[src/rtl/shift_left_logical_seq_8bit.sv]
// Sequential logical-left shifter: shifts the captured operand one bit per clock.
// It reports the result, the last bit shifted out, and a busy/done handshake.
module shift_left_logical_seq_8bit #(
  parameter int WIDTH = 8,
  parameter int AMT_W = 4
) (
  input  logic             clk,
  input  logic             rst_n,
  input  logic             start,
  input  logic [WIDTH-1:0] x,
  input  logic [AMT_W-1:0] amt,
  output logic [WIDTH-1:0] f,
  output logic             cout,
  output logic             busy,
  output logic             done
);

  typedef enum logic [1:0] {IDLE, SHIFT, DONE} state_t;

  state_t             state_reg;
  logic [WIDTH-1:0]   f_reg;
  logic               cout_reg;
  logic [AMT_W-1:0]   cnt_reg;
  logic               busy_reg;
  logic               done_reg;
  logic [AMT_W-1:0]   amt_clamped;

  // Shifting by more than WIDTH is indistinguishable from shifting by WIDTH.
  always_comb begin
    amt_clamped = amt;
    if (amt > AMT_W'(WIDTH)) amt_clamped = AMT_W'(WIDTH);
  end

  always_ff @(posedge clk or negedge rst_n) begin
    if (!rst_n) begin
      state_reg <= IDLE;
      f_reg     <= '0;
      cout_reg  <= 1'b0;
      cnt_reg   <= '0;
      busy_reg  <= 1'b0;
      done_reg  <= 1'b0;
    end else begin
      case (state_reg)
        IDLE: begin
          if (start) begin
            f_reg    <= x;
            cout_reg <= 1'b0;
            cnt_reg  <= amt_clamped;
            busy_reg <= 1'b1;
            if (amt_clamped == '0) begin
              state_reg <= DONE;
              done_reg  <= 1'b1;
            end else begin
              state_reg <= SHIFT;
            end
          end
        end
        SHIFT: begin
          cout_reg <= f_reg[WIDTH-1];
          f_reg    <= {f_reg[WIDTH-2:0], 1'b0};
          cnt_reg  <= cnt_reg - AMT_W'(1);
          if (cnt_reg == AMT_W'(1)) begin
            state_reg <= DONE;
            done_reg  <= 1'b1;
          end
        end
        DONE: begin
          // start is deliberately ignored here; a new op needs an IDLE cycle.
          state_reg <= IDLE;
          busy_reg  <= 1'b0;
          done_reg  <= 1'b0;
        end
        default: begin
          state_reg <= IDLE;
          busy_reg  <= 1'b0;
          done_reg  <= 1'b0;
        end
      endcase
    end
  end

  assign f    = f_reg;
  assign cout = cout_reg;
  assign busy = busy_reg;
  assign done = done_reg;

endmodule

[config.mk]
export PLATFORM = sky130hd
export DESIGN_NAME = shift_left_logical_seq_8bit
export DESIGN_NICKNAME = d
export VERILOG_FILES = /design/src/rtl/shift_left_logical_seq_8bit.sv
export SDC_FILE = /design/constraint.sdc
export NUM_CORES = 1
export LEC_CHECK = 0
export ABC_CLOCK_PERIOD_IN_PS = 1570
export CELL_PAD_IN_SITES_DETAIL_PLACEMENT = 1
export CELL_PAD_IN_SITES_GLOBAL_PLACEMENT = 1
export CORE_AREA = 3 3 55 57
export DETAILED_ROUTE_END_ITERATION = 10
export DIE_AREA = 0 0 58 60
export PLACE_DENSITY = 0.77
export SETUP_SLACK_MARGIN = 0.1
export SYNTH_ARGS = -nofsm -noshare
export SYNTH_HDL_FRONTEND = slang
export SYNTH_SLANG_ARGS = --single-unit
[constraint.sdc]
create_clock -name clk -period 1.57 [get_ports clk]
set_input_delay 0.471 -clock clk [delete_from_list [all_inputs] [get_ports clk]]
set_output_delay 0.471 -clock clk [all_outputs]
set_load 0.1 [all_outputs]
==> results.cfg <==
[run_status]
outcome = finished, final reports clean

[global_routing]
grt_usage_pct = 16.99
grt_pass1_vias = 907
grt_max_degree = 18
grt_pass1_wl_um = 4326
grt_overflow = 0
antenna_found_initial = 0

[worst_setup_path]
crit_start = f[5]
worstPathRequired_ns = 1.10
r2r-start = cnt_reg[1]
critPathTopFamily = flip-flops
cp_max_fo = 3
critPathLaunchType = flip-flop
critPathBufInv = 1
path_class = reg2out
worstPathCellList = buf_12
slowest_delay_ns = 0.45
endpoint_kind = output port
cp_slowest_cell = dfrtp_1
arrival_ns = 0.96

[run]
cap_violations = 0

[synthesis]
syn-num-nets = 105
yosysMostFrequentCell = dfrtp_1
synthFlopType = dfrtp_1
ys_warn_count = 0
avgSynthCellArea_um2 = 9.739
yosys_register_bits = 17
synth_edf_count = 0
synth_area_um2 = 857.1
yosys.area.top_type = dfrtp_1
syn_inst = 88
ys_seq_area_share_pct = 49.64
ys_async_sr_fraction_pct = 100.0
synth_area_leaders = dfrtp_1, o21ai_0, nand2_1
synthTopCellsByCount = dfrtp_1, nand2_1, o21ai_0
ys_types = 27
synth.top_cell.area_share_pct = 49.64

[final_layout]
utilization_pct = 53.27
layout.cells.non_filler = 153
area_delta_synth_final_pct = 56.79
nets = 141
drive_gt1_share_pct = 28.46
largest_reg_flops = 8
n_antenna_cell = 0

[floorplanning]
rows = 18
die_h_um = 60
die_x_um = 58
start_util_pct = 33.98
io_pins = 26
die_area_mm2 = 0.003480
core_region_area_mm2 = 0.002522

[clock_tree]
cts_buffer_depth = 2
cts_tree = done
ctsRootBufferMaster = clkbuf_4
clkTransAtPathRegs_ns = 0.11
worstSkewPairLatency_ns = 0.31
holdBufCountCts = 0
cts.sink_count = 17
h-tree-depth = 1
cts_buffers = 3

[sta]
final_hold_viol_count = 0
setup_viol = 0
maxSlewHeadroom_pct = 76.37
drv_slew = 0
period_share_pct = 91.00
finalCriticalPeriod_ns = 1.429
worstMarginPinSlew_ns = 0.3512
rsz0062_at_grt = yes
max_freq_ghz = 0.7000
skew_ns = 0.01133

[power_and_ir_drop]
vdd_drop_max_mv = 1.575
p_leak_nw = 0.6050
p_total_mw = 3.299
p_per_area_mw_per_mm2 = 2455

[placement]
dpl.cell_count = 147
portBuffers = 25
place_hpwl_um = 1816
gp_congestion = 0.7217

[drt]
antenna_left = 0
wirelength_um = 2619
first_pass_iters = 2
routed_via_density = 5.235
vias = 801
drc = 0
routedWlPerCell_um = 17.12
drt_iter0_markers = 11

[min_path]
hold_path.class = in2async
## per-layer routing
metal	share of wire [%]	track usage [%]	up-vias
met5	0	0	-
met4	2.0	6.954	0
met3	4.1	4.320	7
met2	53	30.65	19
met1	41	19.01	395
li1	-	-	380
## power by group
part	internal (mW)	switching (mW)	total [mW]
sequential	0.636	0.260	0.895
clock	0.0952	0.156	0.251
combinational	0.856	1.30	2.15
total	1.59	1.71	3.30
## area by class of cell
cell class / count / area, um^2
fillers: 288 / 1179
clock inverters: 1 / 5.005
repair buffers: 37 / 450.4
well taps: 30 / 37.54
clock buffers: 3 / 22.52
flip-flops and latches: 17 / 429.2
multi-input cells: 59 / 376.6
inverters: 6 / 22.52
## placed cells by master, fill, tap and decap left out
cell type        instances
a21oi_1                  6
a22oi_1                  5
a2bb2oi_1                2
a32oi_1                  2
and2_1                   1
and2b_2                  1
and3b_1                  3
buf_12                  11
buf_4                   12
clkbuf_4                 3
clkdlybuf4s50_1         14
clkinv_2                 1
dfrtp_1                 14
dfrtp_2                  3
ha_1                     2
inv_1                    6
nand2_1                 12
nand2b_1                 2
nor2_1                   5
nor4_1                   1
nor4bb_2                 1
o21ai_0                  9
o21bai_2                 1
o22a_1                   2
o22a_2                   1
o22ai_1                  1
o22ai_2                  1
or3_1                    1
## worst paths after layout
path                       cells past startpoint      endpoint  slack [ns]
min reg2reg                                    2          cout        0.55
max in group asynchronous                      2          f[0]        0.88
max                                            1          f[5]        0.14
max reg2reg                                    5  state_reg[0]        0.19
min in group clk                               2          cout        0.55
min                                            2          busy        0.47
## stage by stage
step	setup TNS, ns	hold WS, ns	area, um^2	setup slack [ns]
finish	0	0.4693	1344	0.1413
detailed placement	-1.411	0.5242	1290	-0.1952
global route	0	0.4610	1344	0.09084
floorplan	0	0.1754	857.1	0.1716
CTS	0	0.4600	1318	0.1183
global placement	-1.052	0.5017	1290	-0.1346
## logic make-up (layout without fill, tap and decap cells)
kind of cell,Yosys count,after routing,synth area share (%)
AOI/OAI and AO/OA,30,30,23.94
and+or+nand+nor,27,27,16.21
DFF,17,17,49.64
buffers and inverters,12,47,7.297
adders and majority gates,2,2,2.919
## repair_timing
item | in CTS | in global routing
endpoints found under the setup margin | 0 | 10
gates resized for setup | 0 | 5
setup buffers | 0 | 2
No activity file was read; power rests on OpenSTA's default activity.
